### config.mk
export PLATFORM = sky130hd
export DESIGN_NAME = int_entry_seq_flat
export DESIGN_NICKNAME = d
export VERILOG_FILES = /design/src/rtl/int_entry_seq_if.sv /design/src/rtl/int_entry_seq.sv /design/src/flat_wrapper.sv
export SDC_FILE = /design/constraint.sdc
export NUM_CORES = 1
export LEC_CHECK = 0
export ABC_AREA = 1
export ABC_CLOCK_PERIOD_IN_PS = 4900
export BUFFER_PORTS_ARGS = -buffer_cell sky130_fd_sc_hd__buf_2
export CAP_MARGIN = 5
export CORE_ASPECT_RATIO = 1.1
export CORE_UTILIZATION = 36
export DETAILED_ROUTE_END_ITERATION = 12
export PLACE_DENSITY_LB_ADDON = 0.25
export SLEW_MARGIN = 5
export SYNTH_ARGS = -nofsm -noshare
export SYNTH_HDL_FRONTEND = slang
export SYNTH_SLANG_ARGS = --single-unit
### constraint.sdc
create_clock -name CLK -period 4.9 [get_ports CLK]
set_input_delay 0.98 -clock CLK [delete_from_list [all_inputs] [get_ports CLK]]
set_output_delay 0.98 -clock CLK [all_outputs]
set_load 0.005 [all_outputs]
### src/rtl/int_entry_seq_if.sv
// Bundle of core-register, interrupt-block and data-memory signals seen by int_entry_seq.
// master = sequencer side, slave = core/interrupt block/memory side.
interface int_entry_seq_if;
  logic        REQ;
  logic [15:0] ADDRInt;
  logic        BOUNDARY;
  logic        RTI_EXEC;
  logic [15:0] PC;
  logic [15:0] SR;
  logic [15:0] SP;
  logic [15:0] MEM_RDATA;
  logic        MEM_RDY;
  logic        HOLD;
  logic [15:0] MEM_ADDR;
  logic [15:0] MEM_WDATA;
  logic        MEM_WE;
  logic        MEM_RE;
  logic        PC_LD;
  logic        SR_LD;
  logic        SP_LD;
  logic [15:0] PC_OUT;
  logic [15:0] SR_OUT;
  logic [15:0] SP_OUT;
  logic        RTI;
  logic [3:0]  DEPTH;

  modport master (
    input  REQ, ADDRInt, BOUNDARY, RTI_EXEC, PC, SR, SP, MEM_RDATA, MEM_RDY,
    output HOLD, MEM_ADDR, MEM_WDATA, MEM_WE, MEM_RE, PC_LD, SR_LD, SP_LD,
           PC_OUT, SR_OUT, SP_OUT, RTI, DEPTH
  );

  modport slave (
    output REQ, ADDRInt, BOUNDARY, RTI_EXEC, PC, SR, SP, MEM_RDATA, MEM_RDY,
    input  HOLD, MEM_ADDR, MEM_WDATA, MEM_WE, MEM_RE, PC_LD, SR_LD, SP_LD,
           PC_OUT, SR_OUT, SP_OUT, RTI, DEPTH
  );
endinterface

### src/rtl/int_entry_seq.sv
// Interrupt entry/return sequencer: pushes SR/PC and vectors, or pops PC/SR on RTI.
// Latency: 4 cycles accept-to-IDLE with MEM_RDY=1, +1 per MEM_RDY=0 cycle; HOLD stalls the core.
// Optional nesting-depth counter enabled by INT_NEST_CNT_EN.
module int_entry_seq #(
  parameter int SR_GIE_BIT = 3
) (
  input  logic            CLK,
  input  logic            RESET,
  int_entry_seq_if.master bus
);

  localparam logic [2:0] S_IDLE    = 3'd0;
  localparam logic [2:0] S_PUSH_SR = 3'd1;
  localparam logic [2:0] S_PUSH_PC = 3'd2;
  localparam logic [2:0] S_VECTOR  = 3'd3;
  localparam logic [2:0] S_POP_PC  = 3'd4;
  localparam logic [2:0] S_POP_SR  = 3'd5;
  localparam logic [2:0] S_RETURN  = 3'd6;

  localparam logic [15:0] GIE_MASK = 16'h0001 << SR_GIE_BIT;

  logic [2:0]  state;
  logic [2:0]  state_nxt;
  logic [15:0] pc_lat;
  logic [15:0] sr_lat;
  logic [15:0] sp_lat;
  logic [15:0] vec_lat;
  logic [15:0] pc_pop;
  logic        accept;
  logic        enter_done;
  logic        pop_done;

  logic [15:0] mem_addr;
  logic [15:0] mem_wdata;
  logic        mem_we;
  logic        mem_re;

  logic        pc_ld;
  logic        sr_ld;
  logic        sp_ld;
  logic        rti;
  logic [15:0] pc_out;
  logic [15:0] sr_out;
  logic [15:0] sp_out;

  assign accept     = (state == S_IDLE) && bus.BOUNDARY && (bus.REQ || bus.RTI_EXEC);
  assign enter_done = (state == S_PUSH_PC) && bus.MEM_RDY;
  assign pop_done   = (state == S_POP_SR) && bus.MEM_RDY;

  // The core must freeze already in the accept cycle, so HOLD cannot wait for the state flop.
  assign bus.HOLD = (state != S_IDLE) || accept;

  always_comb begin
    state_nxt = state;
    case (state)
      S_IDLE: begin
        if (bus.BOUNDARY) begin
          if (bus.RTI_EXEC) begin
            state_nxt = S_POP_PC;
          end else if (bus.REQ) begin
            state_nxt = S_PUSH_SR;
          end
        end
      end
      S_PUSH_SR: if (bus.MEM_RDY) state_nxt = S_PUSH_PC;
      S_PUSH_PC: if (bus.MEM_RDY) state_nxt = S_VECTOR;
      S_VECTOR:  state_nxt = S_IDLE;
      S_POP_PC:  if (bus.MEM_RDY) state_nxt = S_POP_SR;
      S_POP_SR:  if (bus.MEM_RDY) state_nxt = S_RETURN;
      S_RETURN:  state_nxt = S_IDLE;
      default:   state_nxt = S_IDLE;
    endcase
  end

  // Stack port decodes only from the state and the latched registers, so it is stable across waits.
  always_comb begin
    mem_addr  = 16'h0000;
    mem_wdata = 16'h0000;
    mem_we    = 1'b0;
    mem_re    = 1'b0;
    case (state)
      S_PUSH_SR: begin
        mem_addr  = sp_lat - 16'd1;
        mem_wdata = sr_lat;
        mem_we    = 1'b1;
      end
      S_PUSH_PC: begin
        mem_addr  = sp_lat - 16'd2;
        mem_wdata = pc_lat;
        mem_we    = 1'b1;
      end
      S_POP_PC: begin
        mem_addr = sp_lat;
        mem_re   = 1'b1;
      end
      S_POP_SR: begin
        mem_addr = sp_lat + 16'd1;
        mem_re   = 1'b1;
      end
      default: begin
        mem_addr  = 16'h0000;
        mem_wdata = 16'h0000;
      end
    endcase
  end

  always_ff @(posedge CLK or posedge RESET) begin
    if (RESET) begin
      state   <= S_IDLE;
      pc_lat  <= 16'h0000;
      sr_lat  <= 16'h0000;
      sp_lat  <= 16'h0000;
      vec_lat <= 16'h0000;
      pc_pop  <= 16'h0000;
    end else begin
      state <= state_nxt;
      if (accept) begin
        pc_lat <= bus.PC;
        sr_lat <= bus.SR;
        sp_lat <= bus.SP;
        if (!bus.RTI_EXEC) begin
          vec_lat <= bus.ADDRInt;
        end
      end
      if ((state == S_POP_PC) && bus.MEM_RDY) begin
        pc_pop <= bus.MEM_RDATA;
      end
    end
  end

  // Strobes are set on the edge entering VECTOR/RETURN so they are clean flop outputs.
  always_ff @(posedge CLK or posedge RESET) begin
    if (RESET) begin
      pc_ld  <= 1'b0;
      sr_ld  <= 1'b0;
      sp_ld  <= 1'b0;
      rti    <= 1'b0;
      pc_out <= 16'h0000;
      sr_out <= 16'h0000;
      sp_out <= 16'h0000;
    end else begin
      pc_ld <= enter_done || pop_done;
      sr_ld <= enter_done || pop_done;
      sp_ld <= enter_done || pop_done;
      rti   <= pop_done;
      if (enter_done) begin
        pc_out <= vec_lat;
        sr_out <= sr_lat & ~GIE_MASK;
        sp_out <= sp_lat - 16'd2;
      end else if (pop_done) begin
        pc_out <= pc_pop;
        sr_out <= bus.MEM_RDATA;
        sp_out <= sp_lat + 16'd2;
      end
    end
  end

`ifdef INT_NEST_CNT_EN
  logic [3:0] depth;

  always_ff @(posedge CLK or posedge RESET) begin
    if (RESET) begin
      depth <= 4'd0;
    end else if (enter_done) begin
      if (depth != 4'd15) depth <= depth + 4'd1;
    end else if (pop_done) begin
      if (depth != 4'd0) depth <= depth - 4'd1;
    end
  end

  assign bus.DEPTH = depth;
`else
  assign bus.DEPTH = 4'd0;
`endif

  assign bus.MEM_ADDR  = mem_addr;
  assign bus.MEM_WDATA = mem_wdata;
  assign bus.MEM_WE    = mem_we;
  assign bus.MEM_RE    = mem_re;
  assign bus.PC_LD     = pc_ld;
  assign bus.SR_LD     = sr_ld;
  assign bus.SP_LD     = sp_ld;
  assign bus.RTI       = rti;
  assign bus.PC_OUT    = pc_out;
  assign bus.SR_OUT    = sr_out;
  assign bus.SP_OUT    = sp_out;

endmodule

### src/flat_wrapper.sv
// flat-port wrapper written by rule: the top's interface ports become plain ports
module int_entry_seq_flat 
#(
  parameter int SR_GIE_BIT = 3
)
  (CLK, RESET, bus_REQ, bus_ADDRInt, bus_BOUNDARY, bus_RTI_EXEC, bus_PC, bus_SR, bus_SP, bus_MEM_RDATA, bus_MEM_RDY, bus_HOLD, bus_MEM_ADDR, bus_MEM_WDATA, bus_MEM_WE, bus_MEM_RE, bus_PC_LD, bus_SR_LD, bus_SP_LD, bus_PC_OUT, bus_SR_OUT, bus_SP_OUT, bus_RTI, bus_DEPTH);
  int_entry_seq_if bus_i ();
  input  logic CLK;
  input  logic RESET;
  input wire logic [$bits(bus_i.REQ)-1:0] bus_REQ;
  input wire logic [$bits(bus_i.ADDRInt)-1:0] bus_ADDRInt;
  input wire logic [$bits(bus_i.BOUNDARY)-1:0] bus_BOUNDARY;
  input wire logic [$bits(bus_i.RTI_EXEC)-1:0] bus_RTI_EXEC;
  input wire logic [$bits(bus_i.PC)-1:0] bus_PC;
  input wire logic [$bits(bus_i.SR)-1:0] bus_SR;
  input wire logic [$bits(bus_i.SP)-1:0] bus_SP;
  input wire logic [$bits(bus_i.MEM_RDATA)-1:0] bus_MEM_RDATA;
  input wire logic [$bits(bus_i.MEM_RDY)-1:0] bus_MEM_RDY;
  output wire logic [$bits(bus_i.HOLD)-1:0] bus_HOLD;
  output wire logic [$bits(bus_i.MEM_ADDR)-1:0] bus_MEM_ADDR;
  output wire logic [$bits(bus_i.MEM_WDATA)-1:0] bus_MEM_WDATA;
  output wire logic [$bits(bus_i.MEM_WE)-1:0] bus_MEM_WE;
  output wire logic [$bits(bus_i.MEM_RE)-1:0] bus_MEM_RE;
  output wire logic [$bits(bus_i.PC_LD)-1:0] bus_PC_LD;
  output wire logic [$bits(bus_i.SR_LD)-1:0] bus_SR_LD;
  output wire logic [$bits(bus_i.SP_LD)-1:0] bus_SP_LD;
  output wire logic [$bits(bus_i.PC_OUT)-1:0] bus_PC_OUT;
  output wire logic [$bits(bus_i.SR_OUT)-1:0] bus_SR_OUT;
  output wire logic [$bits(bus_i.SP_OUT)-1:0] bus_SP_OUT;
  output wire logic [$bits(bus_i.RTI)-1:0] bus_RTI;
  output wire logic [$bits(bus_i.DEPTH)-1:0] bus_DEPTH;
  assign bus_i.REQ = bus_REQ;
  assign bus_i.ADDRInt = bus_ADDRInt;
  assign bus_i.BOUNDARY = bus_BOUNDARY;
  assign bus_i.RTI_EXEC = bus_RTI_EXEC;
  assign bus_i.PC = bus_PC;
  assign bus_i.SR = bus_SR;
  assign bus_i.SP = bus_SP;
  assign bus_i.MEM_RDATA = bus_MEM_RDATA;
  assign bus_i.MEM_RDY = bus_MEM_RDY;
  assign bus_HOLD = bus_i.HOLD;
  assign bus_MEM_ADDR = bus_i.MEM_ADDR;
  assign bus_MEM_WDATA = bus_i.MEM_WDATA;
  assign bus_MEM_WE = bus_i.MEM_WE;
  assign bus_MEM_RE = bus_i.MEM_RE;
  assign bus_PC_LD = bus_i.PC_LD;
  assign bus_SR_LD = bus_i.SR_LD;
  assign bus_SP_LD = bus_i.SP_LD;
  assign bus_PC_OUT = bus_i.PC_OUT;
  assign bus_SR_OUT = bus_i.SR_OUT;
  assign bus_SP_OUT = bus_i.SP_OUT;
  assign bus_RTI = bus_i.RTI;
  assign bus_DEPTH = bus_i.DEPTH;
  int_entry_seq #(.SR_GIE_BIT(SR_GIE_BIT)) u_core (.CLK(CLK), .RESET(RESET), .bus(bus_i));
endmodule
==> metrics.cfg, run 1 <==
[worst_setup_path]
path_max_fanout=21
slowest_delay_ns=0.46
critical_path_buf_inv_count=1
arrival_ns=3.17
reg2reg_from=u_core.state[1]$_DFFE_PP0P_
cpLargestDelayFamily=simple AND/OR/NAND/NOR gates
required_ns=3.92
cpMostUsedCell=nand3_1
path_cells=nor2_4 -> nand2_2 -> ha_1 -> or2_2 -> nand3_1 -> nand2_1 -> or2_2 -> nand3_1 -> nand3_1 -> buf_2
critPathSlowestCell=ha_1
r2r_slack_ns=1.67
reg2reg_depth=8
crit_cells=10
endpoint_kind=output pin
startpoint_type=flip-flop
regToRegEndpoint=u_core.bus.SP_OUT[2]$_DFFE_PP0P_
path_class=reg2out

[floorplan]
ioPinCount=177
dieArea_um2=21500
die_y_um=154
rows=55
initial_core_util=0.366
die_x_um=140
coreArea_um2=20600

[hold_path]
hp-start=u_core.bus.SP_OUT[14]$_DFFE_PP0P_
whs_path_depth=2
min_to=u_core.bus.SP_OUT[14]$_DFFE_PP0P_
worstHoldPathType=reg2reg

[clock_tree]
cts_buffers=17
clockBufferDepth=2
ctsResizeCount=0
clkTransAtPathRegs_ns=0.06
htreeDepth=4
cts-root-buf=clkbuf_16
post-cts-setup-buffers=0
cts_sinks=133
cts_tree=done
hold_buffers=0
clock_latency_ns=0.41

[detailed_routing]
viasPerCell=4.98
antenna_left=0
routed_wl_um=22500
initialDrtViolationCount=384
drc=0
wl_per_cell_um=15.7
via_count=7137
drt_pass1_iterations=5

[flow_run]
maxCapViolCount=0

[yosys]
synth-seq-cells=133
yosysWarnings=0
synth.distinct_cells=35
syn_area_per_cell_um2=7.44
syn_inst=1013
ys_seq_area_frac=0.442
syn-cell-area_um2=7540

[pwr]
ir_drop_mv=0.287
leakage_nw=4.82
power_mw=6.14
power_density_nw_per_um2=675

[run_status]
run_status=finished, final reports clean

[layout]
final_util=0.442
layout.nets=1268
drive_gt1_frac=0.205
regArea_um2=3330
fillers=2149
synthToLayoutAreaGrowth_pct=20.7
multi_input_area_um2=3540

[sta]
clock_skew_ns=0.00657
finalSetupTns_ns=0
timing.final.hold_violations=0
setup_violations=0
maxSlewViolCount=0
min_period_ns=4.15
period_share=0.846
fmax_mhz=241
worst_pin_slew_ns=0.868
slew_headroom=0.420
rsz0062_at_grt=no

[grt]
grt_pass1_wl_um=36200
antenna_found_initial=3
grt_overflow_total=0
grt.total_usage=0.218
grt_pass1_vias=6938
grt_max_degree=79

[placement]
numPortBuffers=172
routabilityCongestion=0.862
dp_hpwl_um=16200

-- placed cells by master (no fill, tap or decap), types with 15 or more instances in the layout --
cell type,instances
a21oi_1,93
buf_2,172
clkbuf_16,17
dfrtp_1,133
ha_1,19
inv_1,104
nand2_1,266
nand3_1,56
nor2_1,127
o21ai_0,55
o21ai_1,19
o22ai_1,15
-- worst min-delay path, stage by stage (launching register included) --
cell	delay, ns
dfrtp_1	0.33
nand2_1	0.05
nand2_1	0.06
-- cell families after synthesis --
family                     count (synthesis)  synth area share
AOI/OAI and AO/OA                        192             0.134
xor gates and xnor gates                  10            0.0116
adders and majority gates                 20            0.0342
buffers and inverters                    162            0.0916
DFF                                      133             0.442
muxes                                     17            0.0254
other                                      1          0.000498
and+or+nand+nor                          478             0.261
-- cell usage after synthesis (all sizes together) --
cell,number,area (µm²)
fa,1,20.0
inv,111,417
conb,1,3.75
nand3,58,300
nand4,5,31.3
o211ai,2,20.0
nor3,5,25.0
mux2,17,191
xnor2,2,17.5
a31oi,4,25.0
a22o,1,8.76
xor2,8,70.1
clkbuf,17,63.8
nor2,133,539
buf,34,210
o221ai,3,26.3
o21ai,74,370
dfrtp,133,3330
a21oi,93,465
ha,19,238
nand3b,3,22.5
o22ai,15,93.8
or2,3,18.8
nand2,270,1020
and2,1,6.26
-- per-stage QoR --
step                setup WS (ns)  hold slack (ns)  std cells  area [µm²]
floorplan                   0.366            0.442       1016        7550
global placement             1.22            0.459       1399        8510
detailed placement           1.18            0.466       1399        8510
CTS                         0.727            0.480       1431        9090
global route                0.496            0.491       1431        9090
finish                      0.753            0.475       1432        9090
-- worst max path at each step --
stage,start,endpoint,slack [ns]
after floorplan,RESET,u_core.bus.PC_LD$_DFF_PP0_,0.37
after global placement,u_core.state[1]$_DFFE_PP0P_,bus_MEM_ADDR[7],1.22
after detailed placement,u_core.state[1]$_DFFE_PP0P_,bus_MEM_ADDR[7],1.18
after CTS,u_core.state[1]$_DFFE_PP0P_,bus_MEM_ADDR[7],0.73
after global routing,u_core.state[1]$_DFFE_PP0P_,bus_MEM_ADDR[7],0.50
final,u_core.state[1]$_DFFE_PP0P_,bus_MEM_ADDR[7],0.75
-- cell type report --
type                            count  area share
Multi-Input combinational cell    721       0.389
Clock buffer                       21      0.0528
Inverter                          111      0.0464
Antenna cell                        1    0.000275
Sequential cell                   133       0.366
Timing Repair Buffer              178      0.0996
Tap cell                          256      0.0352
Clock inverter                     11      0.0109
-- report_power, final --
group	leakage, nW	internal (mW)	switching (mW)	total (mW)
Sequential	1.54	1.62	0.391	2.01
Combinational	3.00	1.11	1.78	2.89
Clock	0.282	0.752	0.488	1.24
Total	4.82	3.48	2.66	6.14
-- routing by layer --
layer	routed length (µm)	vias to the layer above	share of wire	global-route usage
met3	1460	26	0.065	0.0645
met1	9810	3372	0.43	0.264
met2	10900	189	0.48	0.368
met4	415	2	0.018	0.0706
li1	-	3548	-	-
met5	12	-	0.00053	0
-- sequential cells by signal, summed over array words and instances (netlist names) --
register           count
u_core.bus.PC_OUT     16
u_core.bus.SP_OUT     16
u_core.bus.SR_OUT     16
u_core.pc_lat         16
u_core.pc_pop         16
u_core.sp_lat         16
u_core.sr_lat         16
u_core.vec_lat        16
u_core.state           3
u_core.bus.PC_LD       1
u_core.bus.RTI         1
No activity file was read; power rests on OpenSTA's default activity.
==> run 2, diff against run 1 <==
--- a/config.mk
+++ b/config.mk
@@ -6,7 +6,7 @@
 export NUM_CORES = 1
 export LEC_CHECK = 0
 export ABC_AREA = 1
-export ABC_CLOCK_PERIOD_IN_PS = 4900
+export ABC_CLOCK_PERIOD_IN_PS = 3600
 export BUFFER_PORTS_ARGS = -buffer_cell sky130_fd_sc_hd__buf_2
 export CAP_MARGIN = 5
 export CORE_ASPECT_RATIO = 1.1
==> constraint.sdc (replaced) <==
create_clock -name CLK -period 3.6 [get_ports CLK]
set_input_delay 0.72 -clock CLK [delete_from_list [all_inputs] [get_ports CLK]]
set_output_delay 0.72 -clock CLK [all_outputs]
set_load 0.005 [all_outputs]
==> metrics.cfg, run 2 (same netlist as run 1, synthesis figures left out) <==
[hold_path]
worstHoldPathType=reg2reg

[sta]
rsz0062_at_grt=no
period_share=0.918
slew_headroom=0.443
fmax_mhz=303
worst_pin_slew_ns=0.834
maxSlewViolCount=0
setup_violations=0
finalSetupTns_ns=0
timing.final.hold_violations=0
min_period_ns=3.30
clock_skew_ns=0.0108

[clock_tree]
cts_sinks=133
ctsResizeCount=0
clock_latency_ns=0.42
htreeDepth=4
cts_tree=done
clockBufferDepth=2
cts-root-buf=clkbuf_16
clkTransAtPathRegs_ns=0.06
cts_buffers=17
hold_buffers=0
post-cts-setup-buffers=0

[placement]
numPortBuffers=172
routabilityCongestion=0.850
dp_hpwl_um=15900
dp.cells=1401

[worst_setup_path]
slowest_delay_ns=0.43
endpoint_kind=output pin
path_cells=nor2_4 -> nand2_4 -> ha_1 -> or2_2 -> nand3_1 -> nand2_1 -> or2_2 -> nand3_1 -> nand3_1 -> buf_2
arrival_ns=2.58
path_max_fanout=11
cpLargestDelayFamily=simple AND/OR/NAND/NOR gates
startpoint_type=flip-flop
path_class=reg2out
critPathSlowestCell=dfrtp_1
required_ns=2.88
critical_path_buf_inv_count=1
cpMostUsedCell=nand3_1

[layout]
drive_gt1_frac=0.206
final_common_cell=nand2_1
synthToLayoutAreaGrowth_pct=21.9
layout.nets=1270
layout_common_cells=nand2_1, buf_2, dfrtp_1
fillers=2151
instances_no_fill=1434

[grt]
grt_max_degree=134
grt_pass1_wl_um=36500
grt_overflow_total=0
grt_pass1_vias=7059
grt.total_usage=0.218
antenna_found_initial=3

[flow_run]
maxCapViolCount=0

[detailed_routing]
drc=0
wl_per_cell_um=15.6
via_count=7106
viasPerCell=4.96
routed_wl_um=22400
antenna_left=0
drt_pass1_iterations=5
initialDrtViolationCount=304

[pwr]
power_density_nw_per_um2=929
leakage_nw=4.86
ir_drop_mv=0.416

[run_status]
run_status=finished, final reports clean

[floorplan]
rows=55
initial_core_util=0.366
dieArea_um2=21500
die_y_um=154
ioPinCount=177
coreArea_um2=20600
die_x_um=140

run 2: changes by cell type in the layout (fill, tap and decap cells not counted), sizes merged:
cell / before / now
bufinv: 1 / 4
buf: 178 / 180
clkbuf: 21 / 17
clkinvlp: 3 / 4
run 2: worst reg2reg max path, stage by stage, from the launching register on:
cell and delay, ns:
dfrtp_1 0.47, inv_2 0.10, nand3_2 0.17, buf_4 0.28
nor2_4 0.47, inv_2 0.49, nand3_1 0.21, nand2_1 0.11
nand2_1 0.07, nand2_1 0.05
run 2: final cells by class:
type / count / area, µm² / share of cell area
timing repair buffer: 180 / 946 / 0.103
tap: 256 / 320 / 0.0349
antenna: 1 / 2.50 / 0.000272
sequential: 133 / 3330 / 0.362
multi-input combinational: 721 / 3540 / 0.386
clock buffer: 17 / 425 / 0.0463
clock inverter: 15 / 201 / 0.0219
inverter: 111 / 420 / 0.0458
run 2: metal layers:
| layer | global-route usage | share of wire |
|---|---|---|
| met3 | 0.0635 | 0.060 |
| met1 | 0.267 | 0.43 |
| met2 | 0.369 | 0.49 |
| met4 | 0.0680 | 0.018 |
| met5 | 0 | 0.0012 |
run 2: path summary, 6_finish.rpt:
check,start,to,slack [ns],cells past startpoint
setup / recovery,u_core.state[1]$_DFFE_PP0P_,bus_MEM_ADDR[7],0.30,10
hold / removal,u_core.bus.SP_OUT[8]$_DFFE_PP0P_,u_core.bus.SP_OUT[8]$_DFFE_PP0P_,0.48,2
setup reg to reg,u_core.state[2]$_DFFE_PP0P_,u_core.bus.SP_OUT[8]$_DFFE_PP0P_,1.07,9
hold reg to reg,u_core.bus.SP_OUT[8]$_DFFE_PP0P_,u_core.bus.SP_OUT[8]$_DFFE_PP0P_,0.48,2
max in group asynchronous,RESET,u_core.sp_lat[2]$_DFFE_PP0P_,2.54,3
min in group asynchronous,RESET,u_core.pc_lat[11]$_DFFE_PP0P_,0.50,3
run 2: report_power, final:
part	leakage (nW)	total (mW)	switching, mW	internal [mW]
Clock	0.300	1.86	0.695	1.16
Sequential	1.54	2.74	0.532	2.21
Combinational	3.02	3.94	2.41	1.53
Total	4.86	8.54	3.64	4.90
run 2: metrics by stage:
stage / total power, mW / hold slack, ns / util / area [µm²] / setup slack, ns
6_report: 8.54 / 0.479 / 0.446 / 9190 / 0.296
2_1_floorplan: 5.26 / 0.442 / - / 7550 / 0.788
4_1_cts: 8.63 / 0.477 / 0.446 / 9180 / 0.199
5_1_grt: 9.33 / 0.499 / 0.446 / 9180 / 0.0587
3_5_place_dp: 6.73 / 0.468 / 0.416 / 8550 / 0.664
3_3_place_gp: 6.67 / 0.460 / 0.416 / 8550 / 0.695
==> run 3, diff against run 2 <==
--- a/config.mk
+++ b/config.mk
@@ -12,6 +12,7 @@
 export CORE_ASPECT_RATIO = 1.1
 export CORE_UTILIZATION = 36
 export DETAILED_ROUTE_END_ITERATION = 12
+export MAX_ROUTING_LAYER = met4
 export PLACE_DENSITY_LB_ADDON = 0.25
 export SLEW_MARGIN = 5
 export SYNTH_ARGS = -nofsm -noshare
==> metrics.cfg, run 3 (same netlist as run 1, synthesis figures left out) <==
[grt]
antenna_found_initial=4
grt_overflow_total=0
met2_usage=0.371
grt_max_degree=112
grt_pass1_vias=6973
grt.busiest_layer=met2
grt_pass1_wl_um=36600
grt.total_usage=0.226
met1_usage=0.277
met3_usage=0.0554

[pwr]
ir_drop_mv=0.373
leakage_nw=4.85
power_density_nw_per_um2=921

[worst_setup_path]
required_ns=2.88
endpoint_kind=output pin
reg2reg_from=u_core.state[2]$_DFFE_PP0P_
startpoint=u_core.state[1]$_DFFE_PP0P_
critPathSlowestCell=dfrtp_1
path_max_fanout=11
cpLargestDelayFamily=simple AND/OR/NAND/NOR gates
slowest_delay_ns=0.43
regToRegEndpoint=u_core.bus.SP_OUT[8]$_DFFE_PP0P_
arrival_ns=2.59
cpMostUsedCell=nand2_1
path_class=reg2out
startpoint_type=flip-flop
critical_path_buf_inv_count=3
r2r_slack_ns=1.04
reg2reg_depth=9
path_cells=nor2_4 -> nand2_4 -> buf_4 -> ha_1 -> nand2_1 -> inv_1 -> nand2_1 -> nand2_1 -> a21oi_1 -> nand2_1 -> nand2_1 -> nand3_1 -> nand2_1 -> buf_2

[floorplan]
dieArea_um2=21500
die_y_um=154
coreArea_um2=20600
rows=55
die_x_um=140
initial_core_util=0.366
ioPinCount=177

[detailed_routing]
antenna_left=0
viasPerCell=4.94
initialDrtViolationCount=366
drt_pass1_iterations=5
wl_per_cell_um=15.7
drc=0
routed_wl_um=22600
via_count=7114

[placement]
place_ws_ns=0.654
dp_hpwl_um=16300
routabilityCongestion=0.855
numPortBuffers=172

[clock_tree]
cts_tree=done
cts_sinks=133
cts-root-buf=clkbuf_16
hold_buffers=0
cts_buffers=17
clock_latency_ns=0.42
htreeDepth=4
clkTransAtPathRegs_ns=0.06
clockBufferDepth=2

[run_status]
run_status=finished, final reports clean

[layout]
multi_input_area_um2=3540
fillers=2101
drive_gt1_frac=0.208
final_common_cell=nand2_1
synthToLayoutAreaGrowth_pct=21.5
regArea_um2=3330
layout_common_cells=nand2_1, buf_2, dfrtp_1
layout.nets=1273

[sta]
period_share=0.919
maxSlewViolCount=0
finalSetupTns_ns=0
setup_violations=0
slew_headroom=0.446
worst_pin_slew_ns=0.830
finalWorstSetupSlack_ns=0.293
timing.final.hold_violations=0
clock_skew_ns=0.00714
fmax_mhz=302
rsz0062_at_grt=no
min_period_ns=3.31

[hold_path]
worstHoldPathType=in2async

[flow_run]
maxCapViolCount=0

## run 3: cell count changes in the layout (fill, tap and decap cells not counted)
cell       previous run  this run
clkinv_4              2         1
bufinv_16             4         2
buf_12                2         1
buf_4                 6        10
inv_6                 3         5
diode_2               1         4
## run 3: cell type report
cell class / count / area share
Inverter: 111 / 0.0459
Sequential cell: 133 / 0.364
Multi-Input combinational cell: 721 / 0.387
Antenna cell: 4 / 0.00109
Clock inverter: 14 / 0.0164
Timing Repair Buffer: 183 / 0.104
Clock buffer: 17 / 0.0465
Tap cell: 256 / 0.0350
## run 3: worst max-delay path by stage
stage,end,slack (ns),cells past startpoint
final,bus_MEM_ADDR[14],0.29,14
after global routing,bus_MEM_ADDR[14],0.007,14
after CTS,bus_MEM_ADDR[15],0.20,14
after detailed placement,bus_MEM_ADDR[15],0.65,14
after global placement,bus_MEM_ADDR[15],0.68,12
after floorplan,bus_MEM_ADDR[7],0.79,9
## run 3: timing repair
action | CTS | global route
setup endpoints to repair | 0 | 1
resized for setup | 0 | 1
hold endpoints to repair | 0 | 0
buffers inserted | 0 | 0
## run 3: through the flow
step                      hold slack [ns]   util  instances  total power, mW  cell area, µm²
after CTS                           0.187  0.444       1435             8.51            9140
after detailed placement            0.464  0.416       1404             6.74            8560
after floorplan                     0.442      -       1016             5.26            7550
final                               0.206  0.445       1439             8.43            9150
after global placement              0.459  0.416       1404             6.68            8560
after global routing                0.197  0.445       1439             9.22            9150
## run 3: power by group
group          total, mW  internal [mW]  switching, mW
combinational       3.98           1.54           2.44
sequential          2.72           2.21          0.515
clock               1.73           1.02          0.706
total               8.43           4.77           3.67
## run 3: layer usage
metal	vias to the layer above	wire [µm]	share of wire
met1	3344	9760	0.43
met4	0	303	0.013
met3	15	1400	0.062
li1	3563	-	-
met5	-	0	0
met2	192	11100	0.49
